`src/rtl/alu_pkg.sv`:
```
// Shared encodings and the decoded-op bundle for the ALU decode pipe.
// cmd is funct[4:1]; alu_control selects the ALU operation.
package alu_pkg;

   localparam logic [3:0] CMD_AND = 4'b0000;
   localparam logic [3:0] CMD_EOR = 4'b0001;
   localparam logic [3:0] CMD_SUB = 4'b0010;
   localparam logic [3:0] CMD_ADD = 4'b0100;
   localparam logic [3:0] CMD_CMP = 4'b1010;
   localparam logic [3:0] CMD_ORR = 4'b1100;
   localparam logic [3:0] CMD_MOV = 4'b1101;

   localparam logic [3:0] ALU_ADD     = 4'b0000;
   localparam logic [3:0] ALU_SUB     = 4'b0001;
   localparam logic [3:0] ALU_AND     = 4'b0010;
   localparam logic [3:0] ALU_ORR     = 4'b0011;
   localparam logic [3:0] ALU_EOR     = 4'b0100;
   localparam logic [3:0] ALU_MOV     = 4'b0101;
   localparam logic [3:0] ALU_ILLEGAL = 4'b1111;

   localparam logic [1:0] FW_NONE = 2'b00;
   localparam logic [1:0] FW_NZ   = 2'b10;
   localparam logic [1:0] FW_NZCV = 2'b11;

   typedef struct packed {
      logic [3:0] alu_control;
      logic [1:0] flag_w;
      logic       illegal;
   } dec_op_t;

   localparam dec_op_t DEC_NOP = '{ALU_ADD, FW_NONE, 1'b0};

endpackage

```
`src/rtl/alu_cmd_decode.sv`:
```
// Combinational decode of alu_op/funct into a dec_op_t.
// Logical ops write NZ only; arithmetic ops write NZCV.
module alu_cmd_decode
   import alu_pkg::*;
#(
   parameter int FUNCT_W = 6
) (
   input  logic               alu_op,
   input  logic [FUNCT_W-1:0] funct,
   output dec_op_t            dec
);

   logic [3:0] cmd;
   logic       s;
   logic       unused_hi;

   assign cmd       = funct[4:1];
   assign s         = funct[0];
   assign unused_hi = ^funct[FUNCT_W-1:5];

   always_comb begin
      dec = DEC_NOP;
      if (alu_op) begin
         case (cmd)
            CMD_ADD: dec = '{ALU_ADD, s ? FW_NZCV : FW_NONE, 1'b0};
            CMD_SUB: dec = '{ALU_SUB, s ? FW_NZCV : FW_NONE, 1'b0};
            CMD_AND: dec = '{ALU_AND, s ? FW_NZ : FW_NONE, 1'b0};
            CMD_ORR: dec = '{ALU_ORR, s ? FW_NZ : FW_NONE, 1'b0};
            CMD_EOR: dec = '{ALU_EOR, s ? FW_NZ : FW_NONE, 1'b0};
            CMD_MOV: dec = '{ALU_MOV, s ? FW_NZ : FW_NONE, 1'b0};
            CMD_CMP: dec = '{ALU_SUB, FW_NZCV, 1'b0};
            default: dec = '{ALU_ILLEGAL, FW_NONE, 1'b1};
         endcase
      end
   end

endmodule

```
`src/rtl/alu_decode_pipe.sv`:
```
// Decoded-op buffer with NZCV flag register and illegal-op counter.
// All outputs come from registers; head fields read zero when empty.
module alu_decode_pipe
   import alu_pkg::*;
#(
   parameter int FUNCT_W = 6,
   parameter int DEPTH   = 2,
   parameter int CNT_W   = 8
) (
   input  logic               clk,
   input  logic               reset,
   input  logic               in_valid,
   output logic               in_ready,
   input  logic               alu_op,
   input  logic [FUNCT_W-1:0] funct,
   output logic               out_valid,
   input  logic               out_ready,
   output logic [3:0]         alu_control,
   output logic [1:0]         flag_w,
   output logic               illegal,
   input  logic [3:0]         alu_flags_in,
   output logic [3:0]         flags,
   output logic [CNT_W-1:0]   illegal_cnt
);

   localparam int          PW   = $clog2(DEPTH);
   localparam logic [PW:0] FULL = (PW+1)'(DEPTH);

   dec_op_t       dec;
   dec_op_t       head;
   dec_op_t       mem [DEPTH];
   logic [PW-1:0] wr_ptr;
   logic [PW-1:0] rd_ptr;
   logic [PW:0]   count;
   logic          push;
   logic          pop;

   alu_cmd_decode #(.FUNCT_W(FUNCT_W)) u_dec (
      .alu_op (alu_op),
      .funct  (funct),
      .dec    (dec)
   );

   assign in_ready  = (count != FULL);
   assign out_valid = (count != '0);
   assign push      = in_valid && in_ready;
   assign pop       = out_valid && out_ready;

   assign head        = out_valid ? mem[rd_ptr] : '0;
   assign alu_control = head.alu_control;
   assign flag_w      = head.flag_w;
   assign illegal     = head.illegal;

   always_ff @(posedge clk) begin
      if (push) mem[wr_ptr] <= dec;
   end

   always_ff @(posedge clk or posedge reset) begin
      if (reset) begin
         wr_ptr      <= '0;
         rd_ptr      <= '0;
         count       <= '0;
         flags       <= '0;
         illegal_cnt <= '0;
      end else begin
         if (push) wr_ptr <= wr_ptr + 1'b1;
         if (pop)  rd_ptr <= rd_ptr + 1'b1;
         case ({push, pop})
            2'b10:   count <= count + 1'b1;
            2'b01:   count <= count - 1'b1;
            default: count <= count;
         endcase
         // Illegal ops never touch the flags; they only bump the counter.
         if (pop) begin
            if (head.illegal) begin
               if (illegal_cnt != '1) illegal_cnt <= illegal_cnt + 1'b1;
            end else begin
               if (head.flag_w[1]) flags[3:2] <= alu_flags_in[3:2];
               if (head.flag_w[0]) flags[1:0] <= alu_flags_in[1:0];
            end
         end
      end
   end

endmodule
```
`config.mk`:
```
export PLATFORM = sky130hd
export DESIGN_NAME = alu_decode_pipe
export DESIGN_NICKNAME = d
export VERILOG_FILES = /design/src/rtl/alu_pkg.sv /design/src/rtl/alu_cmd_decode.sv /design/src/rtl/alu_decode_pipe.sv
export SDC_FILE = /design/constraint.sdc
export NUM_CORES = 1
export LEC_CHECK = 0
export CAP_MARGIN = 20
export CORE_ASPECT_RATIO = 1.75
export CORE_MARGIN = 2
export CORE_UTILIZATION = 40
export DETAILED_ROUTE_END_ITERATION = 6
export DONT_BUFFER_PORTS = 1
export MAX_ROUTING_LAYER = met4
export PLACE_DENSITY_LB_ADDON = 0.25
export REMOVE_ABC_BUFFERS = 1
export SLEW_MARGIN = 20
export SYNTH_ARGS = -nofsm -noshare
export SYNTH_HDL_FRONTEND = slang
export SYNTH_HIERARCHICAL = 1
export SYNTH_SLANG_ARGS = --single-unit
```
`constraint.sdc`:
```
create_clock -name clk -period 2.4 [get_ports clk]
set_input_delay 0.12 -clock clk [delete_from_list [all_inputs] [get_ports clk]]
set_output_delay 0.12 -clock clk [all_outputs]
set_load 0.01 [all_outputs]
```
==> results.sh <==
export IMPL_status="finished, final reports clean"
export IMPL_p_leak_nw=0.663
export IMPL_grt_max_degree=17
export IMPL_syn_cell_area_um2=1500
export IMPL_insertion_delay_ns=0.27
export IMPL_first_iter_violations=19
export IMPL_max_clock_freq_mhz=562
export IMPL_portBuffers=0
export IMPL_setup_viol=0
export IMPL_postRouteAntennaNets=0
export IMPL_path_class="register to register"
export IMPL_first_global_vias=1044
export IMPL_hp_start="in_valid"
export IMPL_vias=952
export IMPL_yosysWarnings=6
export IMPL_finalInstanceArea_um2=1650
export IMPL_rsz0062_at_grt="no"
export IMPL_fillers=341
export IMPL_tns_ns=0
export IMPL_synth_cells=122
export IMPL_r2r_end="illegal_cnt[1]"
export IMPL_post_dp_cell_area_um2=1520
export IMPL_required_ns=2.56
export IMPL_drive_gt1_share_pct=11.4
export IMPL_htreeDepth=2
export IMPL_reg2reg_slack_ns=0.62
export IMPL_fin_crit_sh_pct=74.2
export IMPL_die_w_um=50.2
export IMPL_slowest_delay_ns=0.46
export IMPL_nets=148
export IMPL_cts_buffer_depth=2
export IMPL_final_cells=178
export IMPL_whs_endpoint="wr_ptr"
export IMPL_slew_viol_final=0
export IMPL_dp_hpwl_um=2130
export IMPL_grt_pass1_wl_um=4620
export IMPL_die_h_um=84.9
export IMPL_total_power_mw=1.84
export IMPL_place_congestion=0.681
export IMPL_ys_seq_area_share_pct=54.9
export IMPL_reg2regPathDepth=5
export IMPL_wl_um=2800
export IMPL_antenna_found_initial=0
export IMPL_vias_per_cell=5.35
export IMPL_cts_buffers=5
export IMPL_crit_path_start_kind="register"
export IMPL_end_kind="register"
export IMPL_cp_max_fo=5
export IMPL_synth_edf_count=14
export IMPL_synthArstFlopShare_pct=53.3
export IMPL_synth_main_ff_cell="dfrtp_1"
export IMPL_synthDistinctLibCells=37
export IMPL_dp_cells=165
export IMPL_cts_tree="done"
export IMPL_hold_violations=0
export IMPL_min_path_cells=2
export IMPL_cts_setup_buffers=0
export IMPL_crit_slowest_cell="dfrtp_1"
export IMPL_ios=36
export IMPL_cts_root_buffer="clkbuf_8"
export IMPL_crit_chain="ha_1 > nand3_1 > nor3_2 > nor2_1 > mux2_1"
export IMPL_wire_per_inst_um=15.7
export IMPL_core_area_um2=3590
export IMPL_die_area_um2=4260
export IMPL_slew_headroom_pct=58.3
export IMPL_final_common_cell="dfrtp_1"
export IMPL_n_antenna_cell=0
export IMPL_tightest_slew_ns=0.625
export IMPL_final_cell_mix="16 x dfrtp_1, 14 x edfxtp_1, 12 x nor2_1"
export IMPL_drcViolationCount=0
export IMPL_p_per_area_nw_per_um2=1110
export IMPL_ir_drop_mv=0.461
export IMPL_worst_ep_arrival_time_ns=1.94
export IMPL_grt_overflow_total=0
export IMPL_fin_skew_ns=0.00490
export IMPL_areaGrowthSynthToFinish_pct=10.5
export IMPL_start_util_pct=41.6
export IMPL_period_needed_ns=1.78
export IMPL_gr_usage_all_layers_pct=15.3
export IMPL_clk_pin_slew_ns=0.06
export IMPL_clock_sinks=30
export IMPL_syn_area_per_cell_um2=12.3
export IMPL_rr_startpoint="illegal_cnt[0]"
export IMPL_hp_class="input port to register"
export IMPL_first_pass_iters=4
export IMPL_cap_violations=0
export IMPL_rows=29
export IMPL_synth_seq_cells=30
registers in the layout, indices dropped and copies added (netlist names):
name / flops
count: 2
flags: 4
illegal_cnt: 8
mem: 14
rd_ptr: 1
wr_ptr: 1
layout make-up:
cell class                      instances  area (µm²)  share of cell area, %
Timing Repair Buffer                    7        65.1                   3.94
Sequential cell                        30         821                   49.7
Clock buffer                            8        80.1                   4.85
Multi-Input combinational cell         84         617                   37.3
Tap cell                               46        57.6                   3.48
Inverter                                3        11.3                  0.682
logic make-up after synthesis:
group / after synthesis / share of synthesized area (%)
buffers and inverters: 8 / 3.85
AOI/OAI and AO/OA: 12 / 5.19
and+or+nand+nor: 44 / 17.4
muxes: 15 / 10.5
xor gates and xnor gates: 11 / 6.44
DFF: 30 / 54.9
adders and majority gates: 2 / 1.67
power breakdown:
part | switching (mW) | internal [mW]
clock network | 0.167 | 0.205
registers | 0.163 | 0.722
logic | 0.337 | 0.241
total | 0.667 | 1.17
synth_stat cells, types with 2 or more instances:
master | instances | share of area (%)
dfrtp_1 | 16 | 27
edfxtp_1 | 14 | 28
nor2_1 | 12 | 3.0
mux2i_1 | 9 | 6.0
nand2_1 | 7 | 1.8
xor2_1 | 6 | 3.5
xnor2_1 | 5 | 2.9
mux2_2 | 4 | 3.0
nor2b_1 | 4 | 1.7
o21ai_0 | 4 | 1.3
buf_6 | 3 | 2.3
inv_1 | 3 | 0.75
nand2b_1 | 3 | 1.3
nand3_1 | 3 | 1.0
a211oi_1 | 2 | 1.0
a21oi_1 | 2 | 0.67
ha_1 | 2 | 1.7
mux2_1 | 2 | 1.5
nor3_1 | 2 | 0.67
nor3b_1 | 2 | 1.0
stage by stage:
stage | setup WS, ns | util, % | hold slack, ns
floorplan | 0.664 | - | 0.0337
global placement | 0.669 | 42.4 | 0.105
detailed placement | 0.619 | 42.4 | 0.124
CTS | 0.615 | 46.0 | 0.0491
global route | 0.512 | 46.0 | 0.0703
finish | 0.620 | 46.0 | 0.0570
worst max path at each step:
| stage | cells after the start | from | slack, ns | end |
|---|---|---|---|---|
| 4_1_cts | 4 | count[0] | 0.62 | illegal_cnt[7] |
| 6_report | 5 | illegal_cnt[0] | 0.62 | illegal_cnt[1] |
| 3_3_place_gp | 4 | count[0] | 0.67 | illegal_cnt[7] |
| 5_1_grt | 5 | illegal_cnt[0] | 0.51 | illegal_cnt[1] |
| 3_5_place_dp | 4 | count[0] | 0.62 | illegal_cnt[7] |
| 2_1_floorplan | 4 | rd_ptr | 0.66 | illegal_cnt[7] |
worst max-delay path: cells and delay by family (launching register included):
kind                     cells  cell delay (ns)
flip-flops                   1             0.46
multiplexers                 1             0.33
adder cells (fa/ha/maj)      1             0.24
AND/OR/NAND/NOR              3             0.65
per-layer routing:
metal	up-vias	track usage [%]	routed length, µm
met4	0	9.34	63
met3	5	4.75	163
met5	-	-	0
met2	33	28.1	1670
li1	449	-	-
met1	465	12.4	904
repair_timing:
action,CTS,global route
hold buffers,5,0
resized for setup,0,0
endpoints found under the hold margin,20,0
Note: power is estimated with default switching activity, not from simulation.
